`src/rtl/stack_unit.sv`:
```
// rtl/stack_unit.sv - operand stack with push/pop/tos, occupancy and sticky error flags
// Optional macro STACK_PEEK2_EN adds o_nos and i_swap.
module stack_unit #(
   parameter  int DATA_W = 8,
   parameter  int DEPTH  = 16,
   localparam int CNT_W  = $clog2(DEPTH + 1)
) (
   input  logic              clk,
   input  logic              rst,
   input  logic              i_push,
   input  logic              i_pop,
   input  logic              i_tos,
   input  logic              i_mtos,
   input  logic [DATA_W-1:0] i_mem_din,
   input  logic [DATA_W-1:0] i_alu_din,
`ifdef STACK_PEEK2_EN
   input  logic              i_swap,
   output logic [DATA_W-1:0] o_nos,
`endif
   output logic [DATA_W-1:0] o_dout,
   output logic [CNT_W-1:0]  o_count,
   output logic              o_empty,
   output logic              o_full,
   output logic              o_ovf_err,
   output logic              o_unf_err
);

   localparam int PTR_W = (DEPTH > 1) ? $clog2(DEPTH) : 1;

   logic [DATA_W-1:0] r_mem [DEPTH];
   logic [CNT_W-1:0]  r_count;
   logic [DATA_W-1:0] r_dout;
   logic              r_ovf;
   logic              r_unf;

   logic [DATA_W-1:0] w_push_data;
   logic [DATA_W-1:0] w_top;
   logic [PTR_W-1:0]  w_top_idx;
   logic [PTR_W-1:0]  w_wr_idx;
   logic              w_empty;
   logic              w_full;
   logic              w_we;
   logic [PTR_W-1:0]  w_widx;
   logic              w_swap_do;
   logic [CNT_W-1:0]  w_next_count;
   logic [DATA_W-1:0] w_next_dout;
   logic              w_next_ovf;
   logic              w_next_unf;

   // Truncating the pointer makes count==DEPTH wrap to index DEPTH-1 for the top entry.
   assign w_wr_idx    = r_count[PTR_W-1:0];
   assign w_top_idx   = w_wr_idx - PTR_W'(1);
   assign w_top       = r_mem[w_top_idx];
   assign w_empty     = (r_count == '0);
   assign w_full      = (r_count == CNT_W'(DEPTH));
   assign w_push_data = i_mtos ? i_mem_din : i_alu_din;

`ifdef STACK_PEEK2_EN
   logic [PTR_W-1:0] w_nos_idx;
   logic             w_two;
   assign w_nos_idx = w_wr_idx - PTR_W'(2);
   assign w_two     = (r_count >= CNT_W'(2));
   assign o_nos     = w_two ? r_mem[w_nos_idx] : '0;
`endif

   always_comb begin
      w_next_count = r_count;
      w_next_dout  = r_dout;
      w_next_ovf   = r_ovf;
      w_next_unf   = r_unf;
      w_we         = 1'b0;
      w_widx       = w_wr_idx;
      w_swap_do    = 1'b0;
      if (i_push && i_pop) begin
         w_we = 1'b1;
         if (!w_empty) begin
            w_next_dout = w_top;
            w_widx      = w_top_idx;
         end else begin
            w_widx       = '0;
            w_next_count = CNT_W'(1);
            w_next_unf   = 1'b1;
         end
      end else if (i_push) begin
         if (i_tos)
            w_next_dout = w_empty ? '0 : w_top;
         if (!w_full) begin
            w_we         = 1'b1;
            w_next_count = r_count + CNT_W'(1);
         end else begin
            w_next_ovf = 1'b1;
         end
      end else if (i_pop) begin
         if (!w_empty) begin
            w_next_dout  = w_top;
            w_next_count = r_count - CNT_W'(1);
         end else begin
            w_next_unf = 1'b1;
         end
      end else if (i_tos) begin
         w_next_dout = w_empty ? '0 : w_top;
`ifdef STACK_PEEK2_EN
      end else if (i_swap) begin
         if (w_two)
            w_swap_do = 1'b1;
         else
            w_next_unf = 1'b1;
`endif
      end
   end

   // Storage is deliberately left out of reset.
   always_ff @(posedge clk) begin
      if (w_we)
         r_mem[w_widx] <= w_push_data;
`ifdef STACK_PEEK2_EN
      if (w_swap_do) begin
         r_mem[w_top_idx] <= r_mem[w_nos_idx];
         r_mem[w_nos_idx] <= r_mem[w_top_idx];
      end
`endif
   end

   always_ff @(posedge clk or posedge rst) begin
      if (rst) begin
         r_count <= '0;
         r_dout  <= '0;
         r_ovf   <= 1'b0;
         r_unf   <= 1'b0;
      end else begin
         r_count <= w_next_count;
         r_dout  <= w_next_dout;
         r_ovf   <= w_next_ovf;
         r_unf   <= w_next_unf;
      end
   end

`ifndef STACK_PEEK2_EN
   logic w_unused;
   assign w_unused = w_swap_do;
`endif

   assign o_dout    = r_dout;
   assign o_count   = r_count;
   assign o_empty   = w_empty;
   assign o_full    = w_full;
   assign o_ovf_err = r_ovf;
   assign o_unf_err = r_unf;

endmodule

```
`config.mk`:
```
export PLATFORM = sky130hd
export DESIGN_NAME = stack_unit
export DESIGN_NICKNAME = d
export VERILOG_FILES = /design/src/rtl/stack_unit.sv
export SDC_FILE = /design/constraint.sdc
export NUM_CORES = 1
export LEC_CHECK = 0
export BUFFER_PORTS_ARGS = -buffer_cell sky130_fd_sc_hd__buf_2
export CAP_MARGIN = 20
export CORE_MARGIN = 2
export CORE_UTILIZATION = 30
export CTS_CLUSTER_SIZE = 30
export DETAILED_ROUTE_END_ITERATION = 12
export PLACE_DENSITY = 0.47
export SLEW_MARGIN = 0
export SYNTH_ARGS = -nofsm -noshare
export SYNTH_HDL_FRONTEND = slang
export SYNTH_SLANG_ARGS = --single-unit
export TNS_END_PERCENT = 1
```
`constraint.sdc`:
```
create_clock -name clk -period 7.4 [get_ports clk]
set_input_delay 1.48 -clock clk [delete_from_list [all_inputs] [get_ports clk]]
set_output_delay 1.48 -clock clk [all_outputs]
set_load 0.02 [all_outputs]
```
Yosys cells after proc, flatten, opt, wreduce, memory -nomap -nowiden:

Memories as Yosys holds them, arrays and structs flattened.
Cells that the tools add are included.

* register bits: 15
* bits in writable memories: 128
* output and inout bits: 17
* word-level logic and storage cells: 45
* memories: 1

Memory list
* r_mem: words 16, bits a word 8, read ports 1, clocked after memory_dff 0, wr ports 1, RTL line 30 `logic [DATA_W-1:0] r_mem [DEPTH];`

* add/subtract/negate cells: 3
* eq/ne operators: 5
* mux-type cells: 24
* bitwise logic cells: 1
* reduce and logical (&&, ||, !) cells: 7

Operators with widths (count)
* $mux 8: 7
* $mux 5: 6
* $mux 1: 9
* $mux 4: 2
* $ne 3x2->1 const B: 2
* $add 5x1->5 const B: 1
* $eq 5x5->1 const B: 1
* $logic_not 5->1: 1
* $sub 5x1->5 const B: 1
* $reduce_and 4->1: 1
* $sub 4x1->4 const B: 1
* $reduce_and 3->1: 1
* $reduce_bool 3->1: 1
* $ne 2x1->1 const B: 1
* $ne 2x2->1 const B: 1
* $reduce_and 2->1: 1
* $reduce_bool 2->1: 1
* $logic_and 1x1->1: 1
* $not 1->1: 1

Longest topological paths before layout:

An unclocked memory read counts as a cell.

* depth in word-level cells: 7
* mapped depth: 11
* gate-level depth less buffers: 8

Worst setup path after synthesis:

No wires, ideal clock.

* path type: flip-flop to output port
* from: register r_count[0], in the netlist o_count[0]
* to: output port o_empty
* arrival: 1929 ps
* path slack: 3991 ps
* stages on the path, launching flop included: 8
* path buffers: 3
* cell sequence: dfrtp_1 -> buf_2 -> clkinv_1 -> buf_2 -> ha_1 -> or4b_1 -> buf_6 -> clkinv_8

* cells in the longest elaborated chain, start to end: 1

RTL lines
* from (decl): RTL line 31 `logic [CNT_W-1:0] r_count;`
* from (signal assigned): RTL line 131 `r_count <= w_next_count;`
* $logic_not 5->1: RTL line 54 `assign w_empty = (r_count == '0);`
* to (decl): RTL line 22 `output logic o_empty,`

Every way passes these cells.

Final worst setup path:

Ends and elaborated chain as after synthesis.

==> metrics.cfg <==
[global_route]
track_usage_pct=14.6
number_of_global_route_vias_before_repair=3801
grt_max_degree=50
antenna_found_initial=0
wire_length_of_the_first_global_routing_pass_um=23000
grt_remaining_overflow=0

[route]
first_pass_iters=7
drt-met1-wl_um=7050
number_of_design_rule_violations_left_after_detail_routing=0
via_count=3660
wl_met3_um=918
route.detailed.wl_per_inst_um=20.8
drt_first_iter_violations=383
routed_wl_um=15000
drt-vias-per-instance=5.06
maxUsedRoutingLayer=met4
dr_wl_met2_um=6850
antenna_left=0

[synth]
async_flop_share_pct=10.5
ys_seq_area_share_pct=68.1
synthesis.area_per_instance_um2=15.3
synth_warnings=0
synth_nets=434
ys.flop_type=sky130_fd_sc_hd__edfxtp_1
synth_enable_flop_cells=128
synth.top_cell.area_share_pct=62.0
yosys.area.top_type=sky130_fd_sc_hd__edfxtp_1
syn_area_um2=6200
syn-instance-count=406
synth.top_cells.by_area=sky130_fd_sc_hd__edfxtp_1 (62%), sky130_fd_sc_hd__dfrtp_1 (6.1%), sky130_fd_sc_hd__mux4_2 (5.5%), sky130_fd_sc_hd__mux2i_1 (3.6%), sky130_fd_sc_hd__a32oi_1 (3.3%)
yosys.cell_types.count=47
synth-seq-cells=143

[clock_network]
postCtsSetupRepairBufs=0
cts.clk_slew.worst_paths_ns=0.06
insertion_delay_ns=0.42
numCtsBuffers=17
clock-root-buffer=sky130_fd_sc_hd__clkbuf_16
ctsLongestPathBuffers=2
cts-resized-gates=0
post_cts_hold_buffer_count=0
cts.sink_count=143
tritoncts_clock_tree=built
htree_levels=4

[setup_path]
worstPathArrival_ns=2.91
crit-reg2reg-launch=o_count[0]
required_ns=5.92
path_class=reg -> out
worst-r2r-cell-count=5
worst_path_dominant_cell_family=buffers and inverters
path_depth=5
r2r_end=r_mem[13][3]
critPathLaunchType=flop
slowest_stage=sky130_fd_sc_hd__dfrtp_1
cp_num_buf_inv=3
worst_setup_path_end_kind=output port
crit_chain=clkinv_1, ha_1, or4b_1, clkinv_8, buf_2
critical_path.max_stage_delay_ns=0.63
path_max_fanout=16
worstSetupStartpoint=o_count[0]
crit_end=o_empty
r2r_slack_ns=3.14

[final_layout]
layout.nets=469
n_antenna_cell=0
fillers=1920
post_route_cells_drive_above_1_share_pct=21.6
finalNonFillerCells=724
area_growth_pct=16.3
final_design_area_no_fill_um2=7200

[floorplan]
core_area_um2=20200
area_of_the_die_um2=21800
rows=52
dieWidth_um=148
pin_count=39
die_height_um=148
initial_core_util_pct=30.6

[sta]
timing.hold.ws_ns=0.468
relSlewSlack_pct=39.0
final.min_clock_period_ns=4.39
fin_setup_tns_ns=0
number_of_failing_setup_endpoints_in_the_final_timing_report=0
final_cycle_utilization_of_the_critical_path_pct=59.3
timing_worst_slew_pin_value_ns=0.908
fmax_ghz=0.228
rsz_0062_raised_after_global_routing=no
drv_slew=0
hold_violations=0
finClkSkew_ns=0.00710

[placement]
place_congestion=0.828
placed_cell_area_um2=6610
place_hpwl_um=10200
portBuffers=38
placed_cells_incl_taps=692

[power_and_ir_drop]
leakagePower_nw=2.52
p_total_mw=3.11
ir_worst_vdd_uv=189
p_per_area_nw_per_um2=432

[min_path]
min_path_type=reg -> reg

[run_status]
status=completed

[flow_run]
max_cap_viol_count=0

[state kept, by name, indices dropped and copies added (netlist names)]
register,cells
o_dout,8
r_mem,128
o_count,5
o_unf_err,1
o_ovf_err,1
[cell families after synthesis]
family | count (synthesis) | synth area share (%)
compound gates | 68 | 8.14
xor+xnor | 6 | 0.848
fa+ha+maj | 6 | 1.33
buf+inv | 34 | 3.15
flops | 143 | 68.1
mux | 48 | 11.5
simple gates | 101 | 6.95
[per-stage QoR]
| stage | util, % | setup WS, ns |
|---|---|---|
| after floorplan | - | 3.99 |
| after global placement | 32.7 | 3.31 |
| after detailed placement | 32.7 | 3.08 |
| after CTS | 35.6 | 2.94 |
| after global routing | 35.6 | 2.67 |
| final | 35.6 | 3.01 |
[final cells by class]
cell class	count	area, um^2	area share, %
clock inverters	11	140	1.95
multi-input cells	229	1800	25.0
inverters	10	50.0	0.695
clock buffers	21	450	6.25
flip-flops and latches	143	4220	58.6
well taps	270	338	4.69
repair buffers	40	205	2.85
[layout by cell type, fill, tap and decap left out, drive strengths merged, types with 2 or more instances in the layout]
| cell type | instances |
|---|---|
| a32oi | 23 |
| and2 | 2 |
| nand3 | 5 |
| xnor2 | 5 |
| edfxtp | 128 |
| clkbuf | 21 |
| a311oi | 3 |
| bufinv | 3 |
| buf | 40 |
| nor3 | 6 |
| mux2 | 9 |
| mux2i | 22 |
| a21o | 4 |
| o21ai | 6 |
| o31ai | 8 |
| dfrtp | 15 |
| inv | 9 |
| a21oi | 11 |
| o22ai | 2 |
| o2111ai | 2 |
| a22oi | 2 |
| ha | 5 |
| nor2b | 2 |
| clkinv | 9 |
| mux4 | 17 |
| nor2 | 29 |
| a31oi | 2 |
| nand2 | 52 |
| o211ai | 2 |
[power by group]
group | total, mW | switching (mW) | internal (mW)
Clock | 0.859 | 0.321 | 0.537
Sequential | 1.11 | 0.0921 | 1.02
Combinational | 1.14 | 0.704 | 0.439
Total | 3.11 | 1.12 | 1.99
[how the worst min path moves through the flow]
stage                 from   endpoint  slack, ns  cells after the start
2_1_floorplan  r_mem[7][6]  o_dout[6]       0.56                      4
3_3_place_gp     o_ovf_err  o_ovf_err       0.44                      1
3_5_place_dp     o_unf_err  o_unf_err       0.47                      1
4_1_cts          o_ovf_err  o_ovf_err       0.48                      1
5_1_grt          o_ovf_err  o_ovf_err       0.49                      1
6_report         o_unf_err  o_unf_err       0.47                      1
[layer usage]
layer	track usage [%]	vias to the layer above
met5	0	-
met4	5.38	0
met3	3.61	17
met2	21.5	123
met1	20.8	1857
li1	-	1663
[worst reg2reg max path, cell delays in order, from the launching register on]
cell	delay, ns
sky130_fd_sc_hd__dfrtp_1	0.63
sky130_fd_sc_hd__clkinv_1	0.63
sky130_fd_sc_hd__ha_1	1.08
sky130_fd_sc_hd__nor2b_1	0.62
sky130_fd_sc_hd__a32oi_1	0.35
sky130_fd_sc_hd__nor2_1	0.58
[Yosys cell counts, drive strengths merged, types with 2 or more instances]
master and n:
a21o 4, a21oi 11, a22oi 2, a311oi 3, a31oi 2, a32oi 23, and2 2, buf 15
clkbuf 9, clkinv 2, dfrtp 15, edfxtp 128, ha 5, inv 8, mux2 9, mux2i 22
mux4 17, nand2 52, nand3 5, nor2 29, nor2b 2, nor3 6, o2111ai 2, o211ai 2
o21ai 6, o22ai 2, o31ai 8, xnor2 5
Power figures use the tool's default switching activity.
